**src/rtl/head_sram_rd_streamer.sv**
```systemverilog
// Head SRAM read streamer: issues len row reads from base_addr (row field wraps inside the bank)
// and streams the returned rows through a credit-protected output FIFO with valid/ready handshake.
`ifndef MAC_MULT_NUM
`define MAC_MULT_NUM 8
`endif
`ifndef IDATA_WIDTH
`define IDATA_WIDTH 8
`endif
`ifndef HEAD_SRAM_DEPTH
`define HEAD_SRAM_DEPTH 16
`endif

module head_sram_rd_streamer #(
    parameter int DATA_WIDTH = `MAC_MULT_NUM*`IDATA_WIDTH,
    parameter int BANK_DEPTH = `HEAD_SRAM_DEPTH,
    parameter int ADDR_WIDTH = $clog2(`MAC_MULT_NUM)+$clog2(BANK_DEPTH),
    parameter int RD_LAT     = 1,
    parameter int FIFO_DEPTH = 4,
    localparam int LEN_W     = $clog2(BANK_DEPTH)+1
) (
    input  logic                  clk,
    input  logic                  rstn,
    input  logic                  start,
    input  logic [ADDR_WIDTH-1:0] base_addr,
    input  logic [LEN_W-1:0]      len,
    output logic                  busy,
    output logic                  done,
    output logic                  sram_ren,
    output logic [ADDR_WIDTH-1:0] sram_raddr,
    input  logic [DATA_WIDTH-1:0] sram_rdata,
    output logic                  out_vld,
    input  logic                  out_rdy,
    output logic [DATA_WIDTH-1:0] out_data,
    output logic                  out_last
);

    localparam int ROW_W  = $clog2(BANK_DEPTH);
    localparam int BANK_W = ADDR_WIDTH - ROW_W;
    localparam int PTR_W  = $clog2(FIFO_DEPTH);
    localparam int CNT_W  = $clog2(FIFO_DEPTH+RD_LAT+1) + 1;

    typedef enum logic [1:0] {IDLE, ISSUE, DRAIN} state_t;

    state_t                 state_q, state_d;
    logic [BANK_W-1:0]      bank_q;
    logic [ROW_W-1:0]       row_q;
    logic [LEN_W-1:0]       len_q;
    logic [LEN_W-1:0]       iss_cnt;
    logic [LEN_W-1:0]       out_cnt;
    logic                   done_q;
    logic [RD_LAT-1:0]      vld_pipe;
    logic [PTR_W:0]         wr_ptr, rd_ptr;
    logic [PTR_W:0]         fifo_cnt;
    logic [DATA_WIDTH-1:0]  mem [FIFO_DEPTH];

    logic                   take_cmd;
    logic                   ren;
    logic                   credit;
    logic                   fifo_wr;
    logic                   pop;
    logic                   issue_last;
    logic [CNT_W-1:0]       inflight;

    assign fifo_cnt   = wr_ptr - rd_ptr;
    assign fifo_wr    = vld_pipe[RD_LAT-1];
    assign out_vld    = (fifo_cnt != '0);
    assign pop        = out_vld && out_rdy;
    assign out_last   = out_vld && (out_cnt == len_q - LEN_W'(1));
    assign out_data   = out_vld ? mem[rd_ptr[PTR_W-1:0]] : '0;
    assign issue_last = (iss_cnt + LEN_W'(1) == len_q);
    assign busy       = (state_q != IDLE);
    assign done       = done_q;
    assign sram_ren   = ren;
    assign sram_raddr = ren ? {bank_q, row_q} : '0;

    // Reads already in the pipe still need a FIFO slot, so they count against the credit.
    always_comb begin
        inflight = '0;
        for (int i = 0; i < RD_LAT; i++) begin
            inflight = inflight + CNT_W'(vld_pipe[i]);
        end
    end

    assign credit = (inflight + CNT_W'(fifo_cnt)) < CNT_W'(FIFO_DEPTH);

    always_comb begin
        state_d  = state_q;
        ren      = 1'b0;
        take_cmd = 1'b0;
        case (state_q)
            IDLE: begin
                if (start) begin
                    take_cmd = 1'b1;
                    if (len != '0) state_d = ISSUE;
                end
            end
            ISSUE: begin
                if (credit) begin
                    ren = 1'b1;
                    if (issue_last) state_d = DRAIN;
                end
            end
            DRAIN: begin
                if (pop && out_last) state_d = IDLE;
            end
            default: state_d = IDLE;
        endcase
    end

    always_ff @(posedge clk or negedge rstn) begin
        if (!rstn) state_q <= IDLE;
        else       state_q <= state_d;
    end

    always_ff @(posedge clk or negedge rstn) begin
        if (!rstn) begin
            bank_q  <= '0;
            row_q   <= '0;
            len_q   <= '0;
            iss_cnt <= '0;
        end else if (take_cmd) begin
            bank_q  <= base_addr[ADDR_WIDTH-1 -: BANK_W];
            row_q   <= base_addr[ROW_W-1:0];
            len_q   <= len;
            iss_cnt <= '0;
        end else if (ren) begin
            // Row field wraps on its own width; the bank field is never carried into.
            row_q   <= row_q + ROW_W'(1);
            iss_cnt <= iss_cnt + LEN_W'(1);
        end
    end

    always_ff @(posedge clk or negedge rstn) begin
        if (!rstn)         out_cnt <= '0;
        else if (take_cmd) out_cnt <= '0;
        else if (pop)      out_cnt <= out_cnt + LEN_W'(1);
    end

    always_ff @(posedge clk or negedge rstn) begin
        if (!rstn) done_q <= 1'b0;
        else       done_q <= (state_q == IDLE && start && len == '0) ||
                             (state_q == DRAIN && pop && out_last);
    end

    always_ff @(posedge clk or negedge rstn) begin
        if (!rstn) begin
            vld_pipe <= '0;
        end else begin
            vld_pipe[0] <= ren;
            for (int i = 1; i < RD_LAT; i++) begin
                vld_pipe[i] <= vld_pipe[i-1];
            end
        end
    end

    always_ff @(posedge clk or negedge rstn) begin
        if (!rstn) begin
            wr_ptr <= '0;
            rd_ptr <= '0;
        end else begin
            if (fifo_wr) wr_ptr <= wr_ptr + (PTR_W+1)'(1);
            if (pop)     rd_ptr <= rd_ptr + (PTR_W+1)'(1);
        end
    end

    // Storage needs no reset: visibility is governed by the pointers alone.
    always_ff @(posedge clk) begin
        if (fifo_wr) mem[wr_ptr[PTR_W-1:0]] <= sram_rdata;
    end

endmodule

```
**config.mk**
```make
export PLATFORM = sky130hd
export DESIGN_NAME = head_sram_rd_streamer
export DESIGN_NICKNAME = d
export VERILOG_FILES = /design/src/rtl/head_sram_rd_streamer.sv
export SDC_FILE = /design/constraint.sdc
export NUM_CORES = 1
export LEC_CHECK = 0
export BUFFER_PORTS_ARGS = -buffer_cell sky130_fd_sc_hd__buf_4
export CELL_PAD_IN_SITES_DETAIL_PLACEMENT = 0
export CELL_PAD_IN_SITES_GLOBAL_PLACEMENT = 1
export CORE_ASPECT_RATIO = 2
export CORE_MARGIN = 4
export CORE_UTILIZATION = 49
export CTS_CLUSTER_DIAMETER = 150
export DETAILED_ROUTE_END_ITERATION = 12
export MAX_ROUTING_LAYER = met4
export PLACE_DENSITY_LB_ADDON = 0.1
export SYNTH_ARGS = -nofsm -noshare
export SYNTH_HDL_FRONTEND = slang
export SYNTH_SLANG_ARGS = --single-unit
```
**constraint.sdc**
```tcl
create_clock -name clk -period 3.81 [get_ports clk]
set_clock_uncertainty 0.05 [all_clocks]
set_input_delay 0.381 -clock clk [delete_from_list [all_inputs] [get_ports clk]]
set_output_delay 0.381 -clock clk [all_outputs]
set_load 0.02 [all_outputs]
```
# Yosys cells after proc, flatten, opt, wreduce, memory -nomap -nowiden
# Memory sizes are Yosys's and may differ from the RTL's.
# Index checks and enable logic that the tools add are counted.
dict set report totals {
  regBits 32
  latch_bits 0
  ram_bits 256
  rom_bits 0
  in_bits 80
  output_inout_bits 76
  elab_cells 65
  mem_count 1
}
# name words width read_ports rd_ports_with_merged_regs write_ports line
set mem_list {}
lappend mem_list {mem 4 64 1 0 1 54} ;# logic [DATA_WIDTH-1:0] mem [FIFO_DEPTH];
dict set report classes {
  add_sub_neg 8
  mul 0
  n_div 0
  magnitude_cmp 1
  eq_ne 9
  n_shift 0
  mux 20
  n_bitwise 0
  n_reduce_logical 16
}
# operator n
set ops {}
lappend ops {{64-bit two-way mux} 1}
lappend ops {{5-bit two-way mux} 4}
lappend ops {{5-bit by 1-bit adder with 5-bit output, second input constant} 2}
lappend ops {{5-bit == test} 2}
lappend ops {{2-bit two-way mux} 5}
lappend ops {{2-bit inequality test, second input constant} 5}
lappend ops {{4-bit two-way mux} 2}
lappend ops {{1-bit logical AND} 7}
lappend ops {{7-bit two-way mux} 1}
lappend ops {{3-bit by 1-bit adder with 3-bit output, second input constant} 2}
lappend ops {{1-bit two-way mux} 6}
lappend ops {{2-bit case mux with 3 select lines} 1}
lappend ops {{2-bit nonzero test} 3}
lappend ops {{5-bit logical NOT} 1}
lappend ops {{5-bit AND reduction} 1}
lappend ops {{5-bit nonzero test} 1}
lappend ops {{5-bit by 1-bit subtractor with 5-bit output, second input constant} 1}
lappend ops {{1-bit by 3-bit adder with 4-bit output} 1}
lappend ops {{4-bit by 1-bit adder with 4-bit output, second input constant} 1}
lappend ops {{4-bit by 3-bit < comparator with 1-bit output, second input constant} 1}
lappend ops {{3-bit nonzero test} 1}
lappend ops {{3-bit subtractor} 1}
lappend ops {{2-bit by 1-bit == test with 1-bit output, second input constant} 1}
lappend ops {{2-bit == test, second input constant} 1}
lappend ops {{2 further kinds} 2}

# Depth between registers and ports, before layout
# Gate-level depths: netlist of the first run.
dict set report depth {
  word_depth 7
  mapped_depth 11
  ltp_nobuf 9
}

# Worst setup path before layout of the first run
# OpenSTA, ideal clock, no wires.
dict set report synth_path {
  path_kind {register -> register}
  startpoint {reg wr_ptr[1]}
  endpoint {mem mem[0][0] (netlist name), enable pin}
  setup_ns 0.429
  t_arrival_ns 2.163
  t_required_ns 3.331
  setup_slack_ns 1.168
  stages_incl_launch_ff 4
  n_path_buf 0
  period_less_slack_ns 2.642
  path_cell_list {dfrtp_1 > inv_1 > ha_1 > and2_1}
}
# item line
set synth_lines {}
lappend synth_lines {{start: declaration} 52} ;# logic [PTR_W:0] wr_ptr, rd_ptr;
lappend synth_lines {{start signal: assignment} 161} ;# if (fifo_wr) wr_ptr <= wr_ptr + (PTR_W+1)'(1);
lappend synth_lines {{end: declaration} 54}
# Straight into the memory's write port.

# Worst setup path in the final report of the first run
dict set report layout_path {
  startpoint {reg wr_ptr[0]}
  endpoint {out out_data[48]}
}
dict set report layout_via {
  elab_chain_len 3
}
# item line
set layout_lines {}
lappend layout_lines {{3-bit subtractor} 64} ;# assign fifo_cnt = wr_ptr - rd_ptr;
lappend layout_lines {{3-bit nonzero test} 66} ;# assign out_vld = (fifo_cnt != '0);
lappend layout_lines {{64-bit two-way mux} 69} ;# assign out_data = out_vld ? mem[rd_ptr[PTR_W-1:0]] : '0;
lappend layout_lines {{end: declaration} 33} ;# output logic [DATA_WIDTH-1:0] out_data,
# Every way passes these cells.

==> flow_results.xml, run 1 <==
<?xml version="1.0" encoding="UTF-8"?>
<metrics>
  <group name="status">
    <metric name="outcome" unit="">complete, no violations</metric>
  </group>
  <group name="placement">
    <metric name="place_ws" unit="ps">834.4</metric>
    <metric name="place.detailed.hpwl" unit="um">13210</metric>
    <metric name="placed_cell_area" unit="um^2">12880</metric>
    <metric name="place_inst" unit="">1007</metric>
    <metric name="gp_congestion" unit="">0.8186</metric>
    <metric name="port-buffer-count" unit="">155</metric>
  </group>
  <group name="synthesis">
    <metric name="synthesis.instances" unit="">597</metric>
    <metric name="seq_total_area_yosys" unit="%">74.18</metric>
    <metric name="synthesis.area_per_instance" unit="um^2">19.17</metric>
    <metric name="synth_async_sr_flop_share" unit="%">11.11</metric>
    <metric name="synth_cell_types" unit="">40</metric>
    <metric name="yosys_warnings" unit="">0</metric>
    <metric name="post_synthesis_sequential_element_count" unit="">288</metric>
    <metric name="synth-edff-count" unit="">256</metric>
    <metric name="synth_flop_cell" unit="">edfxtp_1</metric>
    <metric name="syn-num-nets" unit="">688</metric>
    <metric name="netlist_area" unit="um^2">11440</metric>
  </group>
  <group name="clock_tree">
    <metric name="tritoncts.num_buffers" unit="">26</metric>
    <metric name="ctsHoldBuffers" unit="">69</metric>
    <metric name="cts.clk_slew.worst_paths" unit="ps">60</metric>
    <metric name="ctsResizeCount" unit="">0</metric>
    <metric name="cts_max_level" unit="">1</metric>
    <metric name="clkSinkCount" unit="">288</metric>
    <metric name="tritoncts" unit="">built</metric>
    <metric name="cts_setup_buffers" unit="">0</metric>
    <metric name="clk_path_buf_depth" unit="">3</metric>
    <metric name="root_buffer" unit="">clkbuf_16</metric>
    <metric name="insertion_delay" unit="ps">530</metric>
  </group>
  <group name="worst_setup_path">
    <metric name="critPathBufInv" unit="">3</metric>
    <metric name="critical-path-slowest-cell" unit="">or2_2</metric>
    <metric name="max_stage_delay" unit="ps">520</metric>
    <metric name="worst-endpoint-required" unit="ps">3380</metric>
    <metric name="cp_max_fo" unit="">51</metric>
    <metric name="arrival" unit="ps">3060</metric>
    <metric name="worst_setup_end_kind" unit="">output port</metric>
    <metric name="timing.critical_path.from_type" unit="">flop</metric>
    <metric name="worstSetupPathType" unit="">reg2out</metric>
    <metric name="crit_family" unit="">simple AND/OR/NAND/NOR gates</metric>
    <metric name="cell_chain_of_the_critical_path" unit="">inv_1 &gt; ha_1 &gt; fa_1 &gt; xor3_1 &gt; or2_2 &gt; buf_12 &gt; and2_1 &gt; buf_4</metric>
  </group>
  <group name="floorplanning">
    <metric name="die_x" unit="um">116.1</metric>
    <metric name="placement_rows" unit="">78</metric>
    <metric name="die-area" unit="um^2">26010</metric>
    <metric name="core_area" unit="um^2">22840</metric>
    <metric name="die_y" unit="um">224.1</metric>
    <metric name="pin_count" unit="">156</metric>
    <metric name="floorplan.initialDensity" unit="%">50.10</metric>
  </group>
  <group name="cells_and_area">
    <metric name="post-route-util" unit="%">63.19</metric>
    <metric name="area_delta_synth_final" unit="%">26.11</metric>
    <metric name="layout-drive-gt1-share" unit="%">32.10</metric>
    <metric name="multi_input_area" unit="um^2">2789</metric>
    <metric name="antenna_cells" unit="">0</metric>
    <metric name="layoutNonFillerInstCount" unit="">1121</metric>
    <metric name="fin_area" unit="um^2">14430</metric>
    <metric name="nFillCells" unit="">1690</metric>
    <metric name="finalNetCount" unit="">915</metric>
    <metric name="layout.area.seq" unit="um^2">8496</metric>
  </group>
  <group name="route">
    <metric name="route.detailed.wl_per_inst" unit="um">20.16</metric>
    <metric name="avgViaCountPerCell" unit="">5.325</metric>
    <metric name="post-route-drc-count" unit="">0</metric>
    <metric name="finalWirelength" unit="um">22600</metric>
    <metric name="drt_first_iter_violations" unit="">344</metric>
    <metric name="final_antenna_violating_net_count" unit="">0</metric>
    <metric name="drt-pass1-iter-count" unit="">6</metric>
    <metric name="vias" unit="">5969</metric>
  </group>
  <group name="timing">
    <metric name="final_setup_violation_count" unit="">0</metric>
    <metric name="postLayoutSetupSlackWorst" unit="ps">315.4</metric>
    <metric name="timing.final.crit_share" unit="%">91.72</metric>
    <metric name="fin_setup_tns" unit="ps">0</metric>
    <metric name="achievable-frequency" unit="MHz">286.2</metric>
    <metric name="slew_violations" unit="">0</metric>
    <metric name="worstMarginPinSlew" unit="ps">1019</metric>
    <metric name="layout_min_cycle_time" unit="ps">3495</metric>
    <metric name="hold_ws" unit="ps">25.24</metric>
    <metric name="slew_headroom" unit="%">32.07</metric>
    <metric name="setup_repair_after_global_routing_missed_its_margin" unit="">false</metric>
    <metric name="hold_viol" unit="">0</metric>
  </group>
  <group name="power_and_ir_drop">
    <metric name="static-leakage-power" unit="nW">5.236</metric>
    <metric name="vdd_ir_drop_max" unit="mV">0.6784</metric>
    <metric name="pwr_density_cell" unit="nW/um^2">925.2</metric>
    <metric name="fin_total_pwr" unit="mW">13.35</metric>
  </group>
  <group name="global_route">
    <metric name="grt.met3_usage" unit="%">2.244</metric>
    <metric name="grt.met1_usage" unit="%">21.81</metric>
    <metric name="grtUsageTotal" unit="%">18.66</metric>
    <metric name="grt_pass1_wl" unit="um">36020</metric>
    <metric name="gr-usage-met2" unit="%">33.15</metric>
    <metric name="grt_remaining_overflow" unit="">0</metric>
    <metric name="grt_busiest_layer" unit="">met2</metric>
    <metric name="grt_pass1_vias" unit="">6616</metric>
    <metric name="maximum_number_of_pins_on_one_net_before_global_route_repair" unit="">67</metric>
    <metric name="grt_antenna_before_repair" unit="">0</metric>
  </group>
  <group name="hold_path">
    <metric name="min-delay-path-class" unit="">in2reg</metric>
  </group>
  <group name="flow_run">
    <metric name="max-cap-violations" unit="">0</metric>
  </group>
</metrics>
## sequential cells by signal (all words and copies together), names as in the netlist
signal,count
bank_q,3
done,1
fifo_wr,1
iss_cnt,5
len_q,5
mem,256
out_cnt,5
rd_ptr,3
row_q,4
state_q,2
wr_ptr,3
## per-layer routing
layer	vias up	wire length [um]
li1	2758	-
met1	3044	8674
met2	131	12540
met3	36	816
met4	0	570
met5	-	0
## path summary, 6_finish.rpt
check	startpoint	end	slack [ps]	cells past startpoint
hold / removal	base_addr[5]	bank_q[1]	30	3
min in group asynchronous	rstn	iss_cnt[1]	280	2
setup reg to reg	wr_ptr[0]	rd_ptr[1]	960	8
setup / recovery	wr_ptr[0]	out_data[48]	320	8
max in group asynchronous	rstn	rd_ptr[0]	3090	2
hold reg to reg	bank_q[0]	bank_q[0]	420	2
## worst register-to-register path: stages (launching register included)
cell	delay [ps]
dfrtp_1	420
inv_1	100
ha_1	220
fa_1	370
xor3_1	240
or2_2	520
buf_12	270
nand2_1	190
mux2_2	350
## cells in the final DEF, fill, tap and decap left out, types with 3 or more instances in the layout
master	synthesis	layout
bufinv_16	0	4
clkbuf_1	18	6
nor2_1	11	11
nand2_1	34	34
o22ai_1	3	3
ha_1	10	10
nand3_1	12	12
inv_1	7	7
mux4_2	64	64
xnor2_1	9	9
clkinv_2	0	5
dlygate4sd3_1	0	69
dfrtp_1	32	30
o21ai_0	10	10
and2_4	0	4
clkbuf_16	0	27
xor2_1	15	15
buf_4	0	156
edfxtp_1	256	256
and2_1	76	72
## synthesized netlist by cell type, types with 3 or more instances
| cell | n | share of area, % |
|---|---|---|
| nand2_1 | 34 | 1.1 |
| dfrtp_1 | 32 | 7.0 |
| nor2_1 | 11 | 0.36 |
| ha_1 | 10 | 1.1 |
| o22ai_1 | 3 | 0.16 |
| clkbuf_1 | 18 | 0.59 |
| edfxtp_1 | 256 | 67 |
| mux4_2 | 64 | 13 |
| nand3_1 | 12 | 0.52 |
| buf_2 | 7 | 0.31 |
| o21ai_0 | 10 | 0.44 |
| xnor2_1 | 9 | 0.69 |
| xor2_1 | 15 | 1.1 |
| inv_1 | 7 | 0.23 |
| and2_1 | 76 | 4.2 |
## layout make-up
class / count / area share [%]
inverter: 8 / 0.2428
sequential: 288 / 58.87
clock buffer: 33 / 4.838
clock inverter: 12 / 1.110
tap: 280 / 2.428
timing repair buffer: 227 / 13.18
multi-input combinational: 273 / 19.33
## power breakdown
group / switching [mW] / total (mW) / internal [mW]
clock network: 1.08 / 2.64 / 1.56
logic: 3.49 / 6.23 / 2.74
registers: 0.262 / 4.48 / 4.22
## kinds of logic (layout without fill, tap and decap cells)
logic type                 Yosys count  in the layout  synth area share (%)
DFF                                288            288                 74.18
adders and majority gates           11             11                 1.268
xor gates and xnor gates            25             25                 2.045
AOI/OAI and AO/OA                   23             23                 1.225
buffers and inverters               36            280                 1.531
muxes                               65             65                 12.70
and+or+nand+nor                    149            149                 7.053
(Power assumes the default switching activity.)
==> inputs of run 2 (changes only) <==
--- a/config.mk
+++ b/config.mk
@@ -14,7 +14,7 @@
 export CTS_CLUSTER_DIAMETER = 150
 export DETAILED_ROUTE_END_ITERATION = 12
 export MAX_ROUTING_LAYER = met4
-export PLACE_DENSITY_LB_ADDON = 0.1
+export PLACE_DENSITY = 0.88
 export SYNTH_ARGS = -nofsm -noshare
 export SYNTH_HDL_FRONTEND = slang
 export SYNTH_SLANG_ARGS = --single-unit
==> run 2 against run 1 <==
Effect of this change:
- non-clock buffer count shrank 10
- total power down 0.45%
- sequential power increased by 2%
- cell count decreased by 0.98%
- clock power decreased by 3%
- largest cell class unchanged
==> flow_results.xml, run 2 (synthesis results as in run 1) <==
<?xml version="1.0" encoding="UTF-8"?>
<metrics>
  <group name="timing">
    <metric name="worstMarginPinSlew" unit="ps">1018</metric>
    <metric name="timing.final.crit_share" unit="%">94.56</metric>
    <metric name="setup_repair_after_global_routing_missed_its_margin" unit="">false</metric>
    <metric name="slew_headroom" unit="%">32.12</metric>
    <metric name="achievable-frequency" unit="MHz">277.6</metric>
    <metric name="final_setup_violation_count" unit="">0</metric>
    <metric name="slew_violations" unit="">0</metric>
    <metric name="layout_min_cycle_time" unit="ps">3603</metric>
    <metric name="fin_setup_tns" unit="ps">0</metric>
    <metric name="hold_viol" unit="">0</metric>
  </group>
  <group name="power_and_ir_drop">
    <metric name="static-leakage-power" unit="nW">5.163</metric>
    <metric name="fin_total_pwr" unit="mW">13.29</metric>
    <metric name="pwr_density_cell" unit="nW/um^2">930.8</metric>
    <metric name="vdd_ir_drop_max" unit="mV">0.6600</metric>
  </group>
  <group name="placement">
    <metric name="port-buffer-count" unit="">155</metric>
    <metric name="place.detailed.hpwl" unit="um">14010</metric>
    <metric name="gp_congestion" unit="">0.8296</metric>
  </group>
  <group name="cells_and_area">
    <metric name="area_delta_synth_final" unit="%">24.79</metric>
    <metric name="nFillCells" unit="">1632</metric>
    <metric name="flip_flop_count_of_the_largest_register_all_copies_and_words_added" unit="">256</metric>
    <metric name="mostFrequentLayoutCell" unit="">edfxtp_1</metric>
    <metric name="multi_input_area" unit="um^2">2794</metric>
    <metric name="finalNetCount" unit="">905</metric>
    <metric name="layout.area.seq" unit="um^2">8496</metric>
    <metric name="mostFrequentLayoutCells" unit="">256 x edfxtp_1, 160 x buf_4, 72 x and2_1</metric>
    <metric name="antenna_cells" unit="">0</metric>
    <metric name="layout-drive-gt1-share" unit="%">32.53</metric>
  </group>
  <group name="clock_tree">
    <metric name="cts.clk_slew.worst_paths" unit="ps">60</metric>
    <metric name="tritoncts" unit="">built</metric>
    <metric name="clkSinkCount" unit="">288</metric>
    <metric name="clk_path_buf_depth" unit="">3</metric>
    <metric name="tritoncts.num_buffers" unit="">26</metric>
    <metric name="cts_setup_buffers" unit="">0</metric>
    <metric name="cts_max_level" unit="">1</metric>
    <metric name="insertion_delay" unit="ps">530</metric>
    <metric name="root_buffer" unit="">clkbuf_16</metric>
  </group>
  <group name="floorplanning">
    <metric name="pin_count" unit="">156</metric>
    <metric name="floorplan.initialDensity" unit="%">50.10</metric>
    <metric name="placement_rows" unit="">78</metric>
    <metric name="die_y" unit="um">224.1</metric>
    <metric name="die_x" unit="um">116.1</metric>
    <metric name="core_area" unit="um^2">22840</metric>
    <metric name="die-area" unit="um^2">26010</metric>
  </group>
  <group name="global_route">
    <metric name="grt_busiest_layer" unit="">met2</metric>
    <metric name="grt_remaining_overflow" unit="">0</metric>
    <metric name="grt.met3_usage" unit="%">2.568</metric>
    <metric name="maximum_number_of_pins_on_one_net_before_global_route_repair" unit="">67</metric>
    <metric name="grt_antenna_before_repair" unit="">0</metric>
    <metric name="gr-usage-met2" unit="%">33.51</metric>
    <metric name="grt_pass1_vias" unit="">6735</metric>
    <metric name="grt_pass1_wl" unit="um">36600</metric>
    <metric name="grt.met1_usage" unit="%">22.13</metric>
    <metric name="grtUsageTotal" unit="%">18.84</metric>
  </group>
  <group name="route">
    <metric name="post-route-drc-count" unit="">0</metric>
    <metric name="final_antenna_violating_net_count" unit="">0</metric>
    <metric name="vias" unit="">5989</metric>
    <metric name="drt-pass1-iter-count" unit="">4</metric>
    <metric name="finalWirelength" unit="um">23000</metric>
    <metric name="drt_first_iter_violations" unit="">301</metric>
    <metric name="route.detailed.wl_per_inst" unit="um">20.72</metric>
    <metric name="avgViaCountPerCell" unit="">5.395</metric>
  </group>
  <group name="worst_setup_path">
    <metric name="worstSetupPathType" unit="">reg2out</metric>
    <metric name="max_stage_delay" unit="ps">630</metric>
    <metric name="timing.reg2reg.worst_path_depth" unit="">7</metric>
    <metric name="timing.critical_path.from_type" unit="">flop</metric>
    <metric name="crit_top_cell" unit="">buf_4</metric>
    <metric name="worst-endpoint-required" unit="ps">3380</metric>
    <metric name="arrival" unit="ps">3170</metric>
    <metric name="critical-path-slowest-cell" unit="">dfrtp_4</metric>
    <metric name="cp_max_fo" unit="">47</metric>
    <metric name="cell_chain_of_the_critical_path" unit="">ha_1 &gt; fa_1 &gt; xor3_1 &gt; or2_2 &gt; buf_4 &gt; nand2_1 &gt; nor3_1 &gt; buf_4</metric>
    <metric name="worst_setup_end_kind" unit="">output port</metric>
  </group>
  <group name="status">
    <metric name="outcome" unit="">complete, no violations</metric>
  </group>
  <group name="flow_run">
    <metric name="max-cap-violations" unit="">0</metric>
  </group>
  <group name="hold_path">
    <metric name="cell_depth_of_the_worst_hold_path" unit="">1</metric>
    <metric name="min-delay-path-class" unit="">in2reg</metric>
  </group>
</metrics>
==> run 2: cell types whose count changed in the layout (fill, tap and decap cells not counted), sizes merged <==
cell         change
bufinv           -1
clkbuf           -1
buf              +2
clkinvlp         +1
dlygate4sd3     -12
==> run 2: worst paths after layout <==
| check | start | end | slack, ps |
|---|---|---|---|
| worst max-delay path | rd_ptr[0] | out_last | 210 |
| worst min-delay path | sram_rdata[19] | mem[3][19] | 20 |
| worst max register to register | rd_ptr[0] | rd_ptr[1] | 880 |
| worst min register to register | bank_q[2] | bank_q[2] | 440 |
| max in group asynchronous | rstn | rd_ptr[1] | 3090 |
| min in group asynchronous | rstn | out_cnt[1] | 280 |
==> run 2: timing repair <==
action | CTS | global route
hold endpoints to repair | 229 | 7
setup endpoints to repair | 0 | 1
gates resized for setup | 0 | 1
hold buffers | 55 | 2
==> run 2: critical path: cells and delay by family (launching register included) <==
kind	cells	cell delay, ps
adders and majority gates	2	640
DFF	1	630
buffers and inverters	2	570
and+or+nand+nor	3	500
xor gates and xnor gates	1	280
==> run 2: report_power, final <==
group / switching [mW] / internal [mW]
Clock: 1.08 / 1.49
Sequential: 0.328 / 4.22
Combinational: 3.45 / 2.72
Total: 4.86 / 8.43
==> run 2: stage by stage <==
| stage | instance area (um^2) | utilization [%] | hold slack, ps | setup WS (ps) | cells |
|---|---|---|---|---|---|
| floorplan | 11440 | - | 35.41 | 1168 | 597 |
| global placement | 12870 | 56.36 | 290.1 | 775.9 | 1009 |
| detailed placement | 12870 | 56.36 | 294.6 | 747.4 | 1009 |
| CTS | 14250 | 62.42 | 0.1127 | 168.0 | 1108 |
| global route | 14280 | 62.52 | 1.619 | 27.15 | 1110 |
| finish | 14280 | 62.52 | 15.46 | 207.3 | 1110 |
==> run 2: final cells by class <==
cell class	instances	share of cell area, %
sequential	288	59.50
multi-input combinational	273	19.57
timing repair buffer	217	12.41
clock buffer	32	4.863
tap	280	2.454
clock inverter	12	0.9639
inverter	8	0.2454
==> run 2: routing by layer <==
layer / share of wire (%) / up-vias
li1: - / 2732
met1: 36 / 3037
met2: 56 / 181
met3: 5.1 / 39
met4: 2.3 / 0
met5: 0 / -
